==> config.mk <==
export PLATFORM = sky130hd
export DESIGN_NAME = write_queue
export DESIGN_NICKNAME = d
export VERILOG_FILES = /design/src/rtl/write_queue.sv
export SDC_FILE = /design/constraint.sdc
export NUM_CORES = 1
export LEC_CHECK = 0
export BUFFER_PORTS_ARGS = -buffer_cell sky130_fd_sc_hd__buf_2
export CAP_MARGIN = 20
export CORE_ASPECT_RATIO = 0.6
export CORE_MARGIN = 4
export CORE_UTILIZATION = 35
export DETAILED_ROUTE_END_ITERATION = 8
export PLACE_DENSITY = 0.61
export RECOVER_POWER = 100
export SYNTH_ARGS = -nofsm -noshare
export SYNTH_HDL_FRONTEND = slang
export SYNTH_SLANG_ARGS = --single-unit
==> constraint.sdc <==
create_clock -name clk -period 4.75 [get_ports clk]
set_clock_uncertainty 0.05 [all_clocks]
set_input_delay 0.2375 -clock clk [delete_from_list [all_inputs] [get_ports clk]]
set_output_delay 0.2375 -clock clk [all_outputs]
set_load 0.01 [all_outputs]
==> src/rtl/write_queue.sv <==
// Wide-to-narrow serializer for the kernel output path: each IN_WIDTH word
// leaves as IN_WIDTH/OUT_WIDTH OUT_WIDTH beats, least-significant slice first.
module write_queue #(
  parameter int IN_WIDTH  = 64,
  parameter int OUT_WIDTH = 32
) (
  input  logic                 clk,
  input  logic                 reset,
  input  logic [IN_WIDTH-1:0]  din,
  input  logic                 vld_in,
  output logic                 rdy_upward,
  output logic [OUT_WIDTH-1:0] dout,
  output logic                 vld_out,
  input  logic                 rdy_downward,
  input  logic                 ap_start
);

  localparam int MAX = IN_WIDTH / OUT_WIDTH;
  localparam int CW  = (MAX > 1) ? $clog2(MAX) : 1;
  localparam logic [CW-1:0] LAST = CW'(MAX - 1);

  typedef enum logic {
    IDLE,
    SEND
  } state_t;

  state_t               state_q;
  logic [CW-1:0]        cnt_q;
  logic [IN_WIDTH-1:0]  shreg_q;
  logic [OUT_WIDTH-1:0] dout_q;
  logic                 vld_out_q;
  logic                 ap_start_q;

  logic start_pulse;
  logic last_beat;
  logic up_xfer;
  logic dn_xfer;

  assign start_pulse = ap_start & ~ap_start_q;
  assign last_beat   = (state_q == SEND) && (cnt_q == LAST);

  // A new word is taken only when nothing is left to send after this cycle,
  // which lets the last beat and the next word's load share a clock edge.
  assign rdy_upward = ~start_pulse & ((state_q == IDLE) | (last_beat & rdy_downward));
  assign up_xfer    = vld_in & rdy_upward;
  assign dn_xfer    = vld_out_q & rdy_downward & ~start_pulse;

  assign dout    = dout_q;
  assign vld_out = vld_out_q;

  always_ff @(posedge clk or posedge reset) begin
    if (reset) begin
      ap_start_q <= 1'b0;
    end else begin
      ap_start_q <= ap_start;
    end
  end

  always_ff @(posedge clk or posedge reset) begin
    if (reset) begin
      state_q   <= IDLE;
      cnt_q     <= '0;
      shreg_q   <= '0;
      dout_q    <= '0;
      vld_out_q <= 1'b0;
    end else if (start_pulse) begin
      state_q   <= IDLE;
      cnt_q     <= '0;
      shreg_q   <= '0;
      dout_q    <= '0;
      vld_out_q <= 1'b0;
    end else begin
      case (state_q)
        IDLE: begin
          if (up_xfer) begin
            shreg_q   <= din >> OUT_WIDTH;
            dout_q    <= din[OUT_WIDTH-1:0];
            vld_out_q <= 1'b1;
            cnt_q     <= '0;
            state_q   <= SEND;
          end
        end
        SEND: begin
          if (dn_xfer) begin
            if (!last_beat) begin
              dout_q  <= shreg_q[OUT_WIDTH-1:0];
              shreg_q <= shreg_q >> OUT_WIDTH;
              cnt_q   <= cnt_q + 1'b1;
            end else if (up_xfer) begin
              shreg_q   <= din >> OUT_WIDTH;
              dout_q    <= din[OUT_WIDTH-1:0];
              vld_out_q <= 1'b1;
              cnt_q     <= '0;
              state_q   <= SEND;
            end else begin
              vld_out_q <= 1'b0;
              dout_q    <= '0;
              cnt_q     <= '0;
              state_q   <= IDLE;
            end
          end
        end
        default: begin
          state_q <= IDLE;
        end
      endcase
    end
  end

endmodule

==> impl_metrics.csv, run 1 <==
group,metric,value,unit
run_status,status,"complete, but fails checks",
run_status,violations,"max-capacitance violations, max-slew violations",
synthesis,syn_avg_cell_area,13.1,sq um
finish,synthToLayoutAreaGrowth,23.8,%
cts,clkTransAtPathRegs,70,ps
routing,via_per_inst,5.03,
cts,cts_max_path_buffers,2,
floorplanning,die_w,147,microns
grt,grt_pass1_wl,16.5,mm
floorplanning,rows,30,
power_and_ir_drop,ir_drop,157,uV
cts,cts_tree,"done",
critical_path,slowest_stage,"nor2_1",
floorplanning,io_pins,103,
critical_path,critPathCaptureType,"flip-flop",
synthesis,yosysSeqAreaShare,61.6,%
power_and_ir_drop,p_leak,2.33,nW
floorplanning,die-area,13400,sq um
timing,timing.final.crit_share,62.7,%
grt,grt_antenna_before_repair,0,
timing,rsz0062_at_grt,"false",
synthesis,syn_inst,311,
synthesis,ys_types,24,
critical_path,required,4970,ps
worst_hold_path,hp-class,"input port to flip-flop",
routing,drt_iter0_drc,195,
routing,vias,2880,
routing,ant_nets,0,
grt,grt.busiest_layer,"met1",
finish,nFillCells,1082,
routing,routedWlPerCell,17.4,microns
timing,hold_viol,0,
grt,track_usage,15.4,%
critical_path,crit_path_start_kind,"flip-flop",
grt,grt_start_max_net_pins,52,
finish,utilization,44.5,%
critical_path,critical_path_class,"flip-flop to flip-flop",
cts,clk_latency,340,ps
finish,final_common_cell,"dfrtp_1",
placed_design,place_congestion,0.712,
routing,first_pass_iters,4,
timing,period_needed,2980,ps
timing,setup-tns-final,0,ps
synthesis,ys_ff_latch,100,
timing,worst_slew_pin_slew,2250,ps
cts,cts_root_buf,"clkbuf_16",
timing,maxSlewViolCount,118,
synthesis,syn_area,4060,sq um
cts,cts_sinks,100,
finish,layout.nets,477,
synthesis,synth_nets,380,
grt,use_met1,24.0,%
critical_path,crit_path_max_fanout,33,
power_and_ir_drop,powerDensity,409,nW/um^2
finish,final_cell_mix,"dfrtp_1, buf_2, and2_1, clkbuf_1",
cts,numCtsBuffers,9,
critical_path,arrival,3200,ps
cts,cts-resized-gates,0,
grt,grt_use_met3,5.69,%
grt,overflow,0,
placed_design,dpl.hpwl,6.82,mm
grt,use_met2,20.3,%
cts,cts_htree_levels,3,
finish,n_antenna_cell,0,
job,maxCapViolCount,3,
synthesis,ys.warnings.count,0,
floorplanning,initial_core_util,35.9,%
placed_design,port_buffers,102,
critical_path,worstPathCellList,"and2b_1, a2bb2oi_4, nor2_1, buf_16, a221o_1",
routing,wl,9.97,mm
floorplanning,fp.coreArea,11300,sq um
timing,fmax,336,MHz
grt,grt_pass1_vias,3031,
floorplanning,die_height,91.4,microns
routing,drc,0,
finish,layout-drive-gt1-share,22.8,%
critical_path,slowest_delay,1480,ps
timing,slew_headroom,-51.0,%
timing,setup_viol,0,
[final timing paths]
path / from / to / slack (ps) / cells after the start
max: state_q / shreg_q[26] / 1770 / 5
min: din[3] / dout[3] / 130 / 3
max reg2reg: state_q / shreg_q[26] / 1770 / 5
min reg2reg: shreg_q[54] / shreg_q[22] / 440 / 1
max in group asynchronous: reset / shreg_q[51] / 2200 / 4
min in group asynchronous: reset / dout[22] / 980 / 3
[state kept, by name, summed over array words and instances, names as in the netlist]
signal	cells
shreg_q	64
dout	32
ap_start_q	1
cnt_q	1
state_q	1
vld_out	1
[critical path, delay by kind of cell, from the launching register on]
family	cells	cell delay [ps]
DFF	1	530
AOI/OAI and AO/OA	2	310
and+or+nand+nor	2	1750
buffers and inverters	1	250
[report_power, final]
group / internal (mW) / switching [mW] / leakage (nW)
clock: 0.482 / 0.309 / 0.165
combinational: 0.124 / 0.179 / 0.813
sequential: 0.918 / 0.0446 / 1.36
total: 1.52 / 0.532 / 2.33
[final cells by class]
cell class,count,area [sq um],share of cell area [%]
multi-input combinational,183,1410,28.0
sequential,100,2500,49.8
clock inverter,2,38.8,0.772
clock buffer,14,294,5.85
timing repair buffer,112,573,11.4
inverter,2,8.76,0.174
tap,160,200,3.98
[layer usage]
metal / wire length [microns] / share of wire (%)
met1: 5300 / 53
met2: 4030 / 40
met3: 551 / 5.5
met4: 82 / 0.82
met5: 0 / 0
[cell families (layout without fill, tap and decap cells)]
group	after synthesis	after routing	share of synthesized area (%)
AOI/OAI and AO/OA	106	106	22.9
DFF	100	100	61.6
and+or+nand+nor	77	77	11.6
buffers and inverters	28	130	3.88
[synth_stat cells]
cell / count / share of area (%)
a21oi_1: 3 / 0.37
and2_1: 64 / 9.9
clkbuf_2: 3 / 0.37
a211oi_2: 1 / 0.31
buf_2: 3 / 0.37
and2b_1: 1 / 0.18
a22oi_1: 32 / 5.9
a221o_1: 32 / 7.9
a21o_1: 1 / 0.18
and2b_2: 1 / 0.22
o2bb2ai_1: 32 / 6.9
nor2_1: 3 / 0.28
a2bb2oi_4: 1 / 0.65
o21ai_0: 3 / 0.37
nand3_1: 2 / 0.25
o31ai_2: 1 / 0.31
nand2_1: 4 / 0.37
nand2b_1: 1 / 0.15
clkbuf_1: 12 / 1.1
nor2_4: 1 / 0.28
inv_1: 2 / 0.18
buf_6: 4 / 1.1
dfrtp_1: 100 / 62
buf_4: 4 / 0.74
[stage by stage]
stage | hold slack (ps) | power, mW | instances | instance area [sq um] | setup slack, ps
2_1_floorplan | 219 | 1.17 | 311 | 4060 | 1840
3_3_place_gp | 315 | 1.27 | 552 | 4680 | 2520
3_5_place_dp | 320 | 1.29 | 554 | 4720 | 2590
4_1_cts | 117 | 2.09 | 572 | 5080 | 2470
5_1_grt | 132 | 2.16 | 573 | 5030 | 1560
6_report | 129 | 2.06 | 573 | 5030 | 1770
[timing repair]
action	CTS	global route
buffers inserted	0	0
endpoints found under the hold margin	51	0
hold buffers	2	0
(Power assumes the default switching activity.)
==> inputs of run 2 (changes only) <==
==> constraint.sdc (replaced) <==
create_clock -name clk -period 3 [get_ports clk]
set_clock_uncertainty 0.05 [all_clocks]
set_input_delay 0.15 -clock clk [delete_from_list [all_inputs] [get_ports clk]]
set_output_delay 0.15 -clock clk [all_outputs]
set_load 0.01 [all_outputs]
==> impl_metrics.csv, run 2 (same netlist as run 1, synthesis figures left out) <==
group,metric,value,unit
routing,routedWlPerCell,17.7,microns
grt,grt_pass1_wl,16.7,mm
finish,largest_register_ffs,64,
critical_path,r2r_slack,580,ps
cts,cts_htree_levels,3,
worst_hold_path,hp-class,"input port to flip-flop",
run_status,status,"finished, final reports clean",
power_and_ir_drop,fin_total_pwr,3.04,mW
job,maxCapViolCount,0,
floorplanning,die_w,147,microns
routing,via_per_inst,5.07,
grt,grt_start_max_net_pins,52,
timing,hold_viol,0,
floorplanning,io_pins,103,
floorplanning,initial_core_util,35.9,%
finish,final_cell_mix,"dfrtp_1, buf_2, and2_1, clkbuf_1",
finish,layout.nets,480,
routing,ant_nets,0,
power_and_ir_drop,p_leak,2.30,nW
critical_path,critPathCaptureType,"flip-flop",
floorplanning,die_height,91.4,microns
cts,cts-resized-gates,0,
floorplanning,fp.coreArea,11300,sq um
cts,cts_tree,"done",
finish,utilization,43.6,%
finish,final_common_cell,"dfrtp_1",
routing,first_pass_iters,4,
finish,synthToLayoutAreaGrowth,21.4,%
grt,track_usage,15.8,%
timing,setup_viol,0,
finish,n_antenna_cell,0,
timing,fmax,413,MHz
timing,rsz0062_at_grt,"false",
critical_path,crit_path_max_fanout,18,
routing,vias,2911,
cts,clk_latency,340,ps
timing,setup-tns-final,0,ps
floorplanning,die-area,13400,sq um
power_and_ir_drop,ir_drop,262,uV
routing,drt_iter0_drc,258,
grt,grt_pass1_vias,3014,
timing,period_needed,2420,ps
critical_path,crit_path_start_kind,"flip-flop",
timing,worst_slew_pin_slew,1240,ps
power_and_ir_drop,powerDensity,617,nW/um^2
timing,maxSlewViolCount,0,
cts,clkTransAtPathRegs,70,ps
critical_path,critical_path_class,"flip-flop to flip-flop",
critical_path,arrival,2550,ps
timing,slew_headroom,17.2,%
finish,layout-drive-gt1-share,22.7,%
grt,grt_antenna_before_repair,0,
placed_design,port_buffers,102,
routing,drc,0,
critical_path,required,3130,ps
cts,numCtsBuffers,9,
timing,timing.final.crit_share,80.8,%
placed_design,place_congestion,0.741,
placed_design,dpl.hpwl,6.82,mm
cts,cts_root_buf,"clkbuf_16",
cts,cts_max_path_buffers,2,
routing,wl,10.2,mm
finish,regMostFlops,"shreg_q",
timing,holdWs,39.5,ps
floorplanning,rows,30,
grt,overflow,0,
cts,cts_sinks,100,
-- run 2: changes by cell type in the layout (fill, tap and decap cells not counted), moves of 2 or more --
cell / change
and2_0: +2
clkbuf_2: +3
clkbuf_8: -4
and2_1: -2
clkinv_2: +3
buf_4: +3
-- run 2: per-stage QoR --
stage                     cells  setup WS, ps  cell area [sq um]
after detailed placement    558           847               4750
after global routing        574           355               4930
after floorplan             311           181               4060
final                       574           577               4930
after CTS                   574           831               5030
after global placement      558           913               4750
-- run 2: worst max-delay path, cell delays in order (launching register included) --
cell and delay (ps):
dfrtp_1 560, o21ai_0 210, nand2_1 480, clkbuf_1 780, o2bb2ai_1 180
-- run 2: path summary, 6_finish.rpt --
path | depth (start not counted) | from | to
max in group asynchronous | 4 | reset | shreg_q[40]
worst min register to register | 1 | shreg_q[40] | shreg_q[40]
min in group asynchronous | 3 | reset | dout[25]
worst min-delay path | 3 | din[1] | dout[1]
worst max register to register | 4 | state_q | dout[11]
worst max-delay path | 4 | state_q | dout[11]
-- run 2: final cells by class --
cell class / instances / area (sq um)
Timing Repair Buffer: 115 / 557
Inverter: 2 / 10.0
Fill cell: 1090 / 6370
Sequential cell: 100 / 2500
Clock inverter: 3 / 15.0
Clock buffer: 11 / 243
Multi-Input combinational cell: 183 / 1400
Tap cell: 160 / 200
-- run 2: what timing repair did --
action,CTS,global route
hold endpoints to repair,51,0
hold buffers,2,0
setup buffers,0,0
-- run 2: routing by layer --
metal / vias to the layer above / share of wire, % / GRT usage [%]
met1: 1472 / 52 / 24.0
met5: - / 0 / 0
li1: 1360 / - / -
met4: 0 / 0.96 / 4.03
met2: 71 / 42 / 21.7
met3: 8 / 5.0 / 4.64
-- run 2: power by group --
group | internal (mW) | switching (mW) | total (mW)
combinational | 0.184 | 0.283 | 0.467
sequential | 1.45 | 0.0712 | 1.52
clock | 0.572 | 0.477 | 1.05
total | 2.21 | 0.831 | 3.04
==> inputs of run 3 (changes only) <==
==> constraint.sdc (replaced) <==
create_clock -name clk -period 2.45 [get_ports clk]
set_clock_uncertainty 0.05 [all_clocks]
set_input_delay 0.1225 -clock clk [delete_from_list [all_inputs] [get_ports clk]]
set_output_delay 0.1225 -clock clk [all_outputs]
set_load 0.01 [all_outputs]
==> impl_metrics.csv, run 3 (same netlist as run 1, synthesis figures left out) <==
group,metric,value,unit
critical_path,reg2reg_from,"state_q",
floorplanning,rows,30,
cts,hold_buffers,2,
critical_path,arrival,2240,ps
power_and_ir_drop,swShare,26.6,%
grt,use_met2,22.0,%
grt,grt_use_met3,4.89,%
grt,grt_start_max_net_pins,101,
floorplanning,die-area,13400,sq um
finish,nFillCells,1071,
cts,cts_max_path_buffers,2,
power_and_ir_drop,clockPowerShare,35.5,%
grt,track_usage,15.9,%
power_and_ir_drop,p_leak,2.31,nW
finish,seq_area,2500,sq um
cts,cts_tree,"done",
placed_design,dpl_cell_area,4750,sq um
routing,routedWlPerCell,17.6,microns
critical_path,rr_endpoint,"shreg_q[10]",
finish,n_antenna_cell,0,
routing,wl,10.2,mm
timing,setup-tns-final,0,ps
worst_hold_path,hp-class,"input port to flip-flop",
cts,clkTransAtPathRegs,60,ps
power_and_ir_drop,seqPwrFrac,49.2,%
grt,grt_antenna_before_repair,0,
timing,setup_viol,0,
routing,first_pass_iters,4,
routing,via_per_inst,5.06,
run_status,status,"finished, final reports clean",
grt,grt.busiest_layer,"met1",
job,maxCapViolCount,0,
floorplanning,fp.coreArea,11300,sq um
floorplanning,initial_core_util,35.9,%
timing,period_needed,2020,ps
critical_path,worstPathCellList,"dlygate4sd3_1, clkbuf_1, and2b_1, a211oi_4, buf_6, and2_1, a221o_1",
cts,cts-resized-gates,0,
cts,clk_latency,340,ps
finish,multiInputGateArea,1390,sq um
cts,cts_setup_buffers,0,
timing,maxSlewViolCount,0,
grt,grt_pass1_wl,16.9,mm
finish,final_common_cell,"dfrtp_1",
grt,grt_pass1_vias,3150,
critical_path,crit_path_max_fanout,17,
grt,overflow,0,
routing,ant_nets,0,
finish,synthToLayoutAreaGrowth,22.3,%
routing,vias,2920,
finish,layout-drive-gt1-share,22.8,%
critical_path,crit_path_start_kind,"input port",
cts,cts_sinks,100,
power_and_ir_drop,powerDensity,764,nW/um^2
timing,holdWs,19.0,ps
critical_path,required,2670,ps
placed_design,dpl.hpwl,6.62,mm
critical_path,slowest_delay,640,ps
timing,timing.final.crit_share,82.5,%
placed_design,dp_slack,388,ps
timing,slew_headroom,9.54,%
finish,largest_register_ffs,64,
timing,rsz0062_at_grt,"false",
critical_path,critPathCaptureType,"flip-flop",
routing,drc,0,
critical_path,slowest_stage,"a211oi_4",
critical_path,critical_path_class,"input port to flip-flop",
finish,regMostFlops,"shreg_q",
timing,setup_ws,430,ps
floorplanning,die_height,91.4,microns
power_and_ir_drop,internal-power,2.78,mW
cts,cts_htree_levels,3,
worst_hold_path,hold_depth,3,
floorplanning,die_w,147,microns
placed_design,place_congestion,0.747,
timing,fmax,495,MHz
timing,hold_viol,0,
finish,layout.nets,481,
placed_design,port_buffers,102,
grt,use_met1,23.8,%
critical_path,cp-startpoint,"ap_start",
critical_path,cp-endpoint,"shreg_q[0]",
floorplanning,io_pins,103,
finish,utilization,43.9,%
finish,final_cell_mix,"dfrtp_1, buf_2, and2_1, clkbuf_1",
routing,drt_iter0_drc,250,
critical_path,r2r_slack,430,ps
power_and_ir_drop,power_frac_comb,15.3,%
power_and_ir_drop,p_switching,1.01,mW
critical_path,worstRegToRegCells,5,
timing,worst_slew_pin_slew,1360,ps
finish,fin_area,4960,sq um
power_and_ir_drop,ir_drop,355,uV
cts,cts_root_buf,"clkbuf_16",
cts,numCtsBuffers,9,
## run 3: cell count changes in the layout (fill, tap and decap cells not counted), moves of 2 or more
cell / change
buf_4: +2
clkinv_2: -2
clkbuf_2: -2
clkbuf_8: +2
and2_1: -2
and2_0: +2
## run 3: worst max-delay path: cells and delay by family
kind                   cells  cell delay [ps]
AND/OR/NAND/NOR            2              440
AO/OA/AOI/OAI              2              740
buffers and inverters      3              930
## run 3: worst min path at each step
stage	startpoint	end	slack [ps]
3_5_place_dp	ap_start	ap_start_q	240
5_1_grt	din[10]	dout[10]	20
3_3_place_gp	ap_start	ap_start_q	240
6_report	vld_in	state_q	20
2_1_floorplan	ap_start	ap_start_q	100
4_1_cts	din[10]	dout[10]	7
## run 3: cell type report
type | count | area share [%]
Clock buffer | 15 | 5.59
Multi-Input combinational cell | 183 | 28.0
Tap cell | 160 | 4.03
Inverter | 2 | 0.227
Sequential cell | 100 | 50.4
Clock inverter | 1 | 0.101
Timing Repair Buffer | 116 | 11.6
## run 3: power by group through the flow
stage | combinational, mW | sequential (mW) | clock, mW
3_3_place_gp | 0.610 | 1.89 | 0
3_5_place_dp | 0.622 | 1.89 | 0
2_1_floorplan | 0.359 | 1.90 | 0
6_report | 0.580 | 1.86 | 1.35
4_1_cts | 0.626 | 1.86 | 1.39
5_1_grt | 0.645 | 1.88 | 1.47
## run 3: metal layers
| layer | up-vias | wire (microns) |
|---|---|---|
| met4 | 0 | 97 |
| met2 | 80 | 4290 |
| met3 | 10 | 556 |
| met5 | - | 0 |
| li1 | 1370 | - |
| met1 | 1460 | 5220 |
## run 3: through the flow
step                power [mW]  instances
floorplan                 2.26        311
global placement          2.50        558
detailed placement        2.51        558
CTS                       3.88        576
global route              3.99        577
finish                    3.79        577
